$ cat src/rtl/store_pkg.sv
`default_nettype none
// ============================================================================
// Module      : store_pkg
// Description : Shared types and byte-enable constants for the store unit.
// Revision    : 1.0 - initial release
// ============================================================================
package store_pkg;

    // Store access width as encoded by the datapath.
    typedef enum logic [1:0] {
        SZ_BYTE    = 2'b00,
        SZ_HALF    = 2'b01,
        SZ_WORD    = 2'b10,
        SZ_ILLEGAL = 2'b11
    } size_e;

    // Write handshake states.
    typedef enum logic [1:0] {
        ST_IDLE  = 2'd0,
        ST_WRITE = 2'd1,
        ST_RESP  = 2'd2
    } state_e;

    localparam logic [3:0] BE_WORD    = 4'b1111;
    localparam logic [3:0] BE_HALF_LO = 4'b0011;
    localparam logic [3:0] BE_HALF_HI = 4'b1100;
    localparam logic [3:0] BE_BYTE0   = 4'b0001;

endpackage
`default_nettype wire

$ cat src/rtl/store_lane_align.sv
`default_nettype none
// ============================================================================
// Module      : store_lane_align
// Description : Narrows a register value to byte/half/word, replicates it
//               across the 32-bit bus and derives byte enables and alignment.
// Revision    : 1.0 - initial release
// ============================================================================
module store_lane_align
    import store_pkg::*;
(
    input  size_e       size,
    input  logic [1:0]  addr,
    input  logic [31:0] data,
    output logic [31:0] writedata,
    output logic [3:0]  byteenable,
    output logic        misaligned
);

    // Little-endian lane placement; unused lanes carry replicated data.
    always_comb begin
        writedata  = data;
        byteenable = BE_WORD;
        misaligned = 1'b0;
        case (size)
            SZ_BYTE: begin
                writedata  = {4{data[7:0]}};
                byteenable = BE_BYTE0 << addr;
            end
            SZ_HALF: begin
                writedata  = {2{data[15:0]}};
                byteenable = addr[1] ? BE_HALF_HI : BE_HALF_LO;
                misaligned = addr[0];
            end
            SZ_WORD: begin
                misaligned = (addr != 2'b00);
            end
            default: begin
                // Illegal size is reported through the misalignment path.
                misaligned = 1'b1;
            end
        endcase
    end

endmodule
`default_nettype wire

$ cat src/rtl/store_unit.sv
`default_nettype none
// ============================================================================
// Module      : store_unit
// Description : Store path to an Avalon-style data-memory master. Registers
//               lane-aligned data, holds it through waitrequest, and pulses
//               done on completion or err on misalignment/illegal/timeout.
// Revision    : 1.0 - initial release
// ============================================================================
module store_unit
    import store_pkg::*;
#(
    parameter int ADDR_W     = 32,
    parameter int WAIT_LIMIT = 0
) (
    input  logic              clk,
    input  logic              rst_n,
    input  logic              req_valid,
    output logic              req_ready,
    input  logic [1:0]        req_size,
    input  logic [ADDR_W-1:0] req_addr,
    input  logic [31:0]       req_data,
    output logic              done,
    output logic              err,
    output logic [ADDR_W-1:0] address,
    output logic              write,
    output logic [31:0]       writedata,
    output logic [3:0]        byteenable,
    input  logic              waitrequest
);

    // Counter wide enough to hold WAIT_LIMIT-1; a single bit when disabled.
    localparam int              CNT_W    = (WAIT_LIMIT < 2) ? 1 : $clog2(WAIT_LIMIT + 1);
    localparam logic [CNT_W:0]  LIMIT_M1 = (CNT_W + 1)'((WAIT_LIMIT == 0) ? 0 : WAIT_LIMIT - 1);

    state_e              state_q, state_d;
    logic                write_q, write_d;
    logic                done_q, done_d;
    logic                err_q, err_d;
    logic [ADDR_W-1:0]   address_q, address_d;
    logic [31:0]         writedata_q, writedata_d;
    logic [3:0]          byteenable_q, byteenable_d;
    logic [CNT_W-1:0]    wait_cnt_q, wait_cnt_d;

    logic [31:0]         lane_writedata;
    logic [3:0]          lane_byteenable;
    logic                lane_misaligned;
    logic                timeout_hit;

    store_lane_align u_lane_align (
        .size       (size_e'(req_size)),
        .addr       (req_addr[1:0]),
        .data       (req_data),
        .writedata  (lane_writedata),
        .byteenable (lane_byteenable),
        .misaligned (lane_misaligned)
    );

    // Timeout fires on the stalled cycle that brings the count to WAIT_LIMIT.
    always_comb begin
        timeout_hit = (WAIT_LIMIT != 0) && ({1'b0, wait_cnt_q} == LIMIT_M1);
    end

    // Next-state and registered-output logic for the write handshake.
    always_comb begin
        state_d      = state_q;
        write_d      = write_q;
        done_d       = 1'b0;
        err_d        = 1'b0;
        address_d    = address_q;
        writedata_d  = writedata_q;
        byteenable_d = byteenable_q;
        wait_cnt_d   = wait_cnt_q;
        case (state_q)
            ST_IDLE: begin
                write_d    = 1'b0;
                wait_cnt_d = '0;
                if (req_valid) begin
                    if (lane_misaligned) begin
                        err_d = 1'b1;
                    end else begin
                        address_d    = {req_addr[ADDR_W-1:2], 2'b00};
                        writedata_d  = lane_writedata;
                        byteenable_d = lane_byteenable;
                        write_d      = 1'b1;
                        state_d      = ST_WRITE;
                    end
                end
            end
            ST_WRITE: begin
                if (!waitrequest) begin
                    write_d = 1'b0;
                    done_d  = 1'b1;
                    state_d = ST_RESP;
                end else if (timeout_hit) begin
                    write_d    = 1'b0;
                    err_d      = 1'b1;
                    wait_cnt_d = '0;
                    state_d    = ST_IDLE;
                end else begin
                    wait_cnt_d = wait_cnt_q + 1'b1;
                end
            end
            ST_RESP: begin
                wait_cnt_d = '0;
                state_d    = ST_IDLE;
            end
            default: begin
                write_d = 1'b0;
                state_d = ST_IDLE;
            end
        endcase
    end

    // State and output registers; reset drops an in-flight write at once.
    always_ff @(posedge clk or negedge rst_n) begin
        if (!rst_n) begin
            state_q      <= ST_IDLE;
            write_q      <= 1'b0;
            done_q       <= 1'b0;
            err_q        <= 1'b0;
            address_q    <= '0;
            writedata_q  <= '0;
            byteenable_q <= '0;
            wait_cnt_q   <= '0;
        end else begin
            state_q      <= state_d;
            write_q      <= write_d;
            done_q       <= done_d;
            err_q        <= err_d;
            address_q    <= address_d;
            writedata_q  <= writedata_d;
            byteenable_q <= byteenable_d;
            wait_cnt_q   <= wait_cnt_d;
        end
    end

    assign req_ready  = (state_q == ST_IDLE);
    assign done       = done_q;
    assign err        = err_q;
    assign address    = address_q;
    assign write      = write_q;
    assign writedata  = writedata_q;
    assign byteenable = byteenable_q;

endmodule
`default_nettype wire

$ cat config.mk
export PLATFORM = sky130hd
export DESIGN_NAME = store_unit
export DESIGN_NICKNAME = d
export VERILOG_FILES = /design/src/rtl/store_pkg.sv /design/src/rtl/store_lane_align.sv /design/src/rtl/store_unit.sv
export SDC_FILE = /design/constraint.sdc
export NUM_CORES = 1
export LEC_CHECK = 0
export CAP_MARGIN = 15
export CORE_MARGIN = 4
export CORE_UTILIZATION = 39
export DETAILED_ROUTE_END_ITERATION = 10
export PLACE_DENSITY_LB_ADDON = 0.2
export SYNTH_ARGS = -nofsm -noshare
export SYNTH_HDL_FRONTEND = slang
export SYNTH_SLANG_ARGS = --single-unit
export TNS_END_PERCENT = 50
$ cat constraint.sdc
create_clock -name clk -period 1.54 [get_ports clk]
set_input_delay 0.308 -clock clk [delete_from_list [all_inputs] [get_ports clk]]
set_output_delay 0.308 -clock clk [all_outputs]
set_load 0.03 [all_outputs]
# After elaboration in Yosys (flattened, before gate mapping)
# Cells that the tools add are included.
[totals]
register_bits = 71
latchBits = 0
ramBits = 0
romBits = 0
inputBits = 70
output_inout_bits = 72
elab_cells = 40
memories = 0
[classes]
n_addsub = 0
n_mul = 0
div = 0
magnitude_cmp = 0
eq_ne = 7
n_shift = 1
mux = 17
n_bitwise = 2
reduce_logical = 6
[op_table]
columns = ["cell", "count"]
rows = [
  ["one-hot mux 32 bit (2 select lines)", 1],
  ["2-to-1 mux 1 bit", 8],
  ["one-hot mux 4 bit (2 select lines)", 1],
  ["2-to-1 mux 2 bit", 3],
  ["inequality test 2 bit, second input constant", 3],
  ["one-hot mux 1 bit (3 select lines)", 2],
  ["AND reduction 3 bit", 2],
  ["equality test 2 x 1 -> 1 bit, second input constant", 2],
  ["equality test 2 bit, second input constant", 2],
  ["zero test 2 bit", 2],
  ["2-to-1 mux 4 bit", 1],
  ["one-hot mux 2 bit (2 select lines)", 1],
  ["<< shifter 1 x 2 -> 4 bit, first input constant", 1],
  ["NOT 1 bit", 2],
  ["AND reduction 2 bit", 1],
  ["nonzero test 2 bit", 1],
]

# Longest topological paths before layout
# Gate-level depths: netlist of run 1.
[depth]
word_depth = 5
mapped_depth = 6
depth_no_buf = 3

# Hierarchy
# A second synthesis of run 1 with hierarchy kept.
[unflattened]
cells_unflattened = 220
area_unflattened_um2 = 3211.8
[modules_own_cells]
columns = ["mod", "instances", "cells_each", "area_per_inst_um2", "seq_area_each_um2"]
rows = [
  ["store_unit", 1, 158, 2685.1, 1776.7],
  ["store_lane_align", 1, 62, 526.8, 0.0],
]

# Worst setup path after synthesis of run 1
# No wires, ideal clock.
[synth_path]
path_type = "reg2reg"
startpoint = "register state_q[1]"
endpoint = "register address_q[10], in the netlist address[10]"
setup_ns = 0.125
arrival_time_ns = 1.496
required_time_ns = 1.415
slack_ns = -0.081
path_stages_with_launch = 6
path_buffers = 2
synth_period_minus_slack_ns = 1.621
path_cell_list = "dfrtp_1 buf_6 nor3b_4 o21ai_4 buf_12 mux2_4"
[synth_via]
elab_chain_cells = 2
[synth_lines]
columns = ["element", "line_no", "rtl"]
rows = [
  ["start: declaration", "store_unit.sv:35", "state_e state_q, state_d;"],
  ["start signal: assignment", "store_unit.sv:126", "state_q <= state_d;"],
  ["zero test 2 bit", "store_unit.sv:73", "case (state_q)"],
  ["AND reduction 3 bit (no source line)", "-", ""],
  ["end signal: assignment", "store_unit.sv:130", "address_q <= address_d;"],
  ["end: declaration", "store_unit.sv:39", "logic [ADDR_W-1:0] address_q, address_d;"],
]
# Every way passes these cells.
# A chain may end at the register's enable or synchronous reset.

# Worst setup path in the final report of run 1
[layout_path]
startpoint = "register state_q[0]"
endpoint = "register address_q[20], in the netlist address[20]"
# The elaborated chain is that of the path after synthesis.

==> flow_results.org, run 1 <==
** Yosys
- Complex-gate fraction of the synthesized area :: 4.25%
- After Yosys synthesis, full adders, half adders and majority gates account for 0% of the synthesized area.
- Combinational family with the most area after synthesis :: multiplexers
- Post-synthesis share of cell area spent on xor and xnor gates :: 0.254%
- Library cells used by synthesis :: 29
- Synthesized area divided by synthesized cell count :: 15.7 µm²
- Seq/Total Area, Yosys :: 51.5%
- During synthesis, Yosys emitted a total of 0 warnings.
- Synthesis produced a netlist whose cell count is 219.
- After synthesis, the share of cell area in mux cells is 34.4%.
- Netlist Area Pre-Place :: 3450 µm²
- Basic-gate share of the synthesized area counting and, or, nand and nor cells :: 4.28%
- Number of storage elements in the synthesis netlist :: 71

** CTS
- The tree built by TritonCTS fans out to 71 sinks.
- Post-CTS setup buffers :: 0
- Buffer levels on the longest clock path :: 2
- Counting the buffers created by CTS gives 9.
- CTS tree :: done
- Clock tree root buffer cell :: clkbuf_8
- In this run the number of H-tree levels came out at 3.
- Worst skew pair latency :: 0.33 ns
- CTS clk-pin slew, worst paths :: 0.08 ns

** Worst setup path
- Element type at the critical path start :: register
- Worst Path Class, Setup :: register to register
- In this run the worst path has a maximum fanout of 34.
- Endpoint kind of the worst setup timing path :: register
- STA puts the critical path data arrival time at 1.72 ns.
- Data on the critical path is required at its endpoint by 1.75 ns.

** Outcome
- Status :: finished clean

** Global route
- The number of global-route vias before repair is 2516.
- Antenna violations before repair :: 0
- Wire length of the first global-routing pass :: 12700 µm
- In the global route stage, overall resource usage came out at 15.6%.
- Largest net degree at the start of global routing :: 36
- Sum of overflow across all layers after global routing :: 0

** Run
- Reported max-cap violation count :: 0

** Timing
- Fmax :: 661 MHz
- Period utilisation layout :: 98.3%
- Final worst slack :: 0.0265 ns
- Final worst clock skew :: 0.0140 ns
- Time the worst path needs with I/O delays and setup :: 1.51 ns
- Setup violations remaining at the end of the flow were counted as 0.
- The max-slew violation count came to 0.
- The number of endpoints with negative hold slack in the final report came to 0.
- Setup repair after global routing could not meet its margin everywhere.
- TNS Setup :: 0 ns

** Placement
- The wire-length estimate of the detail-placed layout is 6020 µm.
- Prior to clock tree synthesis, the placed netlist has a worst setup slack of -0.479 ns.
- In this run the tool buffered the top-level ports with 139 buffer cells.
- In this run the cell area measured after placement is 4970 µm².
- Final RePlAce weighted congestion :: 0.757

** Final layout
- Most common library cell in the layout ignoring fill and taps :: dlygate4sd2_1
- The number of antenna diodes in the final layout is 0.
- Area of all placed cells without fillers :: 5180 µm²
- Most frequent cells in the layout :: dlygate4sd2_1, dfrtp_1, clkdlybuf4s50_1
- For this run, the share of the core covered by cells in the final layout is 59.6%.
- The area growth from synthesis to layout is 50.1%.
- Cells with a size suffix above 1 make up 33.5% of the layout.
- Layout Nets :: 444

** Worst hold path
- Worst hold-check path type :: primary input to asynchronous set/reset pin

** Drt
- The first detailed-routing pass took 4 iterations.
- The first routing iteration left 42 violations.
- Detailed-route wire length :: 8040 µm
- In this run the remaining antenna-violating nets after routing total 0.
- In the routed design, unresolved DRC markers number 0.
- Across all layers, the routed design uses 2348 vias.
- Dividing the detail-routed wire length by the instance count gives 16.5 µm.
- Dividing the detail-routed via count by the number of cells gives 4.82.

** Floorplanning
- The die covers 10400 µm².
- Initial Utilization :: 39.7%
- 142 I/O pins were placed.
- Site Rows :: 34
- The die is 102 µm wide.
- From bottom edge to top edge, the die measures 102 µm.
- Core box area :: 8680 µm²

** Pwr
- For this design the static power due to leakage is 2.52 nW.
- VDD sags by at most 0.649 mV.
- Pwr/cell area :: 1560 nW/µm²
[stage by stage]
stage / instances / total power [mW] / hold slack, ns
after global placement: 470 / 6.65 / 0.228
final: 487 / 8.05 / 0.418
after global routing: 487 / 8.47 / 0.430
after detailed placement: 470 / 6.69 / 0.230
after floorplan: 220 / 5.07 / 0.0124
after CTS: 487 / 8.16 / 0.407
[per-layer routing]
metal / vias to the layer above / wire length [µm] / GRT usage (%)
met4: 0 / 82 / 4.84
li1: 1094 / - / -
met2: 98 / 3530 / 23.6
met3: 8 / 716 / 4.78
met1: 1148 / 3710 / 21.6
met5: - / 0 / 0
[worst paths after layout]
check                              start            end  slack [ns]  cells after the start
setup / recovery              state_q[0]    address[20]        0.03                      4
hold / removal                     rst_n    address[30]        0.42                      2
setup reg to reg              state_q[0]    address[20]        0.03                      4
hold reg to reg            byteenable[0]  byteenable[0]        0.48                      1
max in group asynchronous          rst_n  writedata[23]        0.58                      3
min in group clk           byteenable[0]  byteenable[0]        0.48                      1
[cells in the mapped netlist (all sizes together)]
library cell  count  area (µm²)
nand2            11        41.3
nor2              2        7.51
or3b              1        8.76
nor3              2        21.3
xor2              1        8.76
o21ai            11        66.3
a2111oi           1        8.76
inv               1        3.75
buf              13         166
nor4b             2        17.5
a21oi             1        8.76
mux2             79        1110
conb              1        3.75
nand3b            1        7.51
dfrtp            71        1780
mux2i             8        80.1
clkbuf            2        7.51
a221o             3        30.0
nor3b             3        33.8
a21o              4        32.5
and4b             1        10.0
[critical path, stage by stage (launching register included)]
cell and delay [ns]:
dfrtp_1 0.44, nor3b_4 0.27, o21ai_4 0.13, buf_12 0.21, mux2_4 0.32
[cells by family (layout without fill, tap and decap cells)]
family / after synthesis / after routing
and+or+nand+nor: 23 / 23
AOI/OAI and AO/OA: 20 / 20
buffers and inverters: 16 / 175
xor gates and xnor gates: 1 / 1
DFF: 71 / 71
muxes: 87 / 87
other: 1 / 2
[sequential cells by signal, summed over array words and instances (netlist names)]
| signal | flops |
|---|---|
| writedata | 32 |
| address | 30 |
| byteenable | 4 |
| state_q | 2 |
| done | 1 |
| err | 1 |
| write | 1 |
[area by class of cell]
| cell class | instances | area [µm²] |
|---|---|---|
| multi-input cells | 133 | 1520 |
| well taps | 108 | 135 |
| repair buffers | 158 | 1490 |
| clock buffers | 11 | 151 |
| clock inverters | 5 | 104 |
| fillers | 753 | 3500 |
| inverters | 1 | 3.75 |
| flip-flops and latches | 71 | 1780 |
[what timing repair did]
action                                  in CTS  in global routing
hold buffers                                 1                  0
endpoints found under the setup margin     133                 32
endpoints found under the hold margin       20                  0
resized for setup                           75                  6
[power by group]
part | total (mW) | internal, mW | switching [mW]
sequential | 2.78 | 2.45 | 0.330
combinational | 3.43 | 1.57 | 1.86
clock | 1.84 | 1.17 | 0.677
No activity file was read; power rests on OpenSTA's default activity.
==> inputs of run 2 (changes only) <==
==> constraint.sdc (replaced) <==
create_clock -name clk -period 1.3 [get_ports clk]
set_input_delay 0.26 -clock clk [delete_from_list [all_inputs] [get_ports clk]]
set_output_delay 0.26 -clock clk [all_outputs]
set_load 0.03 [all_outputs]
==> run 2 against run 1 <==
Against the previous run:
- the flow now finishes with violations (setup timing)
- critical path depth rose by 1
- clock power rose by 6%
- wire length rose by 7.5%
- power rose by 23%
- highest routed layer unchanged
==> flow_results.org, run 2 (same netlist as run 1, synthesis figures left out) <==
** Placement
- In this run the cell area measured after placement is 5060 µm².
- Final RePlAce weighted congestion :: 0.801
- Before CTS, the worst setup slack after placement is -0.770 ns.
- Count of placed standard cells including taps :: 478
- Number of buffer cells added on primary ports :: 139
- HPWL after detailed placement :: 6200 µm

** CTS
- CTS clk-pin slew, worst paths :: 0.09 ns
- Maximum level of the CTS H-tree :: 3
- Buffers inserted during clock tree synthesis total 9.
- Buffer levels on the longest clock path :: 2
- CTS tree :: done
- Worst skew pair latency :: 0.34 ns
- Clock net sink count :: 71
- Clock tree root buffer cell :: clkbuf_8

** Drt
- For this block, the initial DRC count from the detailed router was 42.
- Wires add up to 8640 µm.
- For this run, design rule violations remaining after detail routing come to 0.
- Detailed-routing iteration count for the pre-antenna-repair pass :: 4
- The routed layout has 2408 vias.
- In this run the remaining antenna-violating nets after routing total 0.
- Dividing the detail-routed via count by the number of cells gives 4.77.
- Routed length per instance :: 17.1 µm

** Timing
- The max-slew violation count was 0.
- Setup violations remaining at the end of the flow were counted as 69.
- Across the routed clock network, the largest skew measured is 0.0138 ns.
- Final worst slack :: -0.262 ns
- The number of endpoints with negative hold slack in the final report is 0.
- Period utilisation layout :: 120%
- Smallest hold slack :: 0.374 ns
- Setup repair after global routing could not meet its margin everywhere.
- Summed over all failing endpoints, the final setup total negative slack is -15.08 ns.
- Fmax :: 640 MHz
- For the finished layout, the period the worst path requires is 1.56 ns.

** Floorplanning
- Site Rows :: 34
- Die outline height :: 102 µm
- In this run the count of I/O pins placed on the die edge is 142.
- Measured along the x axis, the die boundary spans 102 µm.
- The floorplan step defined a core boundary enclosing 8680 µm².
- Initial Utilization :: 39.7%
- Full die area :: 10400 µm²

** Worst setup path
- The critical path in this run is classified as register to register.
- STA classifies the critical path startpoint as a register.
- Data on the critical path is required at its endpoint by 1.52 ns.
- For the worst flop-to-flop path, the logic depth is 5.
- Top fanout value on the critical path :: 5
- Endpoint kind of the worst setup timing path :: register
- Data arrives at the worst endpoint at 1.79 ns.

** Run
- Across the run, the number of max-cap violations was 0.

** Final layout
- Compared with the post-synthesis result, the final layout area differs by 59.3%.
- Number of flip-flops under the largest register name :: 32
- Utilization of the core after routing :: 63.3%
- Count of inserted antenna diode cells :: 0
- Layout Nets :: 462
- Area of all placed cells without fillers :: 5490 µm²
- Cells with a size suffix above 1 make up 54.4% of the layout.
- Fill cell total of the finished layout :: 694
- Most common library cell in the layout ignoring fill and taps :: dfrtp_1
- The finished layout holds 505 standard cells, fillers aside.
- In the layout the commonest cells are dfrtp_1, clkdlybuf4s50_1, mux2_4.

** Global route
- Vias in the first global route :: 2481
- Largest net degree at the start of global routing :: 25
- For this run, the total global-route usage over all layers was measured as 16.4%.
- Antenna violations before repair :: 0
- Sum of overflow across all layers after global routing :: 0
- The first global-routing pass estimated 13100 µm of wire.

** Pwr
- In this run the static leakage power is 2.61 nW.
- Pwr/cell area :: 1800 nW/µm²
- IR analysis of the VDD net gives a maximum drop of 0.930 mV.
- The design draws 9.91 mW.

** Outcome
- Failing checks :: setup timing
- The run finished, with violations left.

** Worst hold path
- In this run the worst hold path is classified as primary input to asynchronous set/reset pin.
[run 2: cell count changes in the layout (fill, tap and decap cells not counted), sizes merged]
cell,previous run,this run
clkdlybuf4s15,0,37
clkbuf,11,10
clkdlybuf4s50,64,65
bufinv,3,2
dlymetal6s2s,0,1
clkinv,2,3
clkinvlp,0,1
buf,20,69
inv,1,2
dlygate4sd2,73,2
[run 2: layer usage]
metal  track usage, %  share of wire [%]  vias to the layer above
met5                0                  0                        -
met4             4.74                1.5                        0
met2             25.4                 46                       97
met1             21.4                 44                     1168
met3             6.21                8.9                       11
li1                 -                  -                     1132
[run 2: final cells by class]
| cell class | count | area [µm²] | share of cell area [%] |
|---|---|---|---|
| well taps | 108 | 135 | 2.46 |
| flip-flops and latches | 71 | 1780 | 32.4 |
| multi-input cells | 133 | 1530 | 27.9 |
| clock inverters | 7 | 95.1 | 1.73 |
| inverters | 1 | 3.75 | 0.0684 |
| clock buffers | 9 | 124 | 2.26 |
| repair buffers | 176 | 1820 | 33.2 |
[run 2: final timing paths]
path                                  to  slack, ns          start
min in group clk                     err       0.41    req_size[1]
hold reg to reg            byteenable[0]       0.50  byteenable[0]
setup reg to reg             address[25]      -0.26     state_q[1]
max in group asynchronous  writedata[21]       0.45          rst_n
hold / removal               address[27]       0.37          rst_n
setup / recovery             address[25]      -0.26     state_q[1]
[run 2: power breakdown]
group | internal [mW] | switching (mW) | leakage [nW]
Clock | 1.08 | 0.862 | 0.110
Sequential | 2.90 | 0.448 | 0.840
Combinational | 2.36 | 2.26 | 1.66
[run 2: critical path: stages, from the launching register on]
cell	delay (ns)
dfrtp_1	0.43
nor3b_4	0.28
o21ai_4	0.12
buf_6	0.16
clkbuf_16	0.16
mux2_4	0.30
[run 2: repair_timing]
action,in CTS,in global routing
hold endpoints to repair,19,0
pin swaps,5,3
gates cloned,1,2
hold buffers,1,0
gates resized for setup,138,11
setup buffers,5,6
endpoints found under the setup margin,109,102
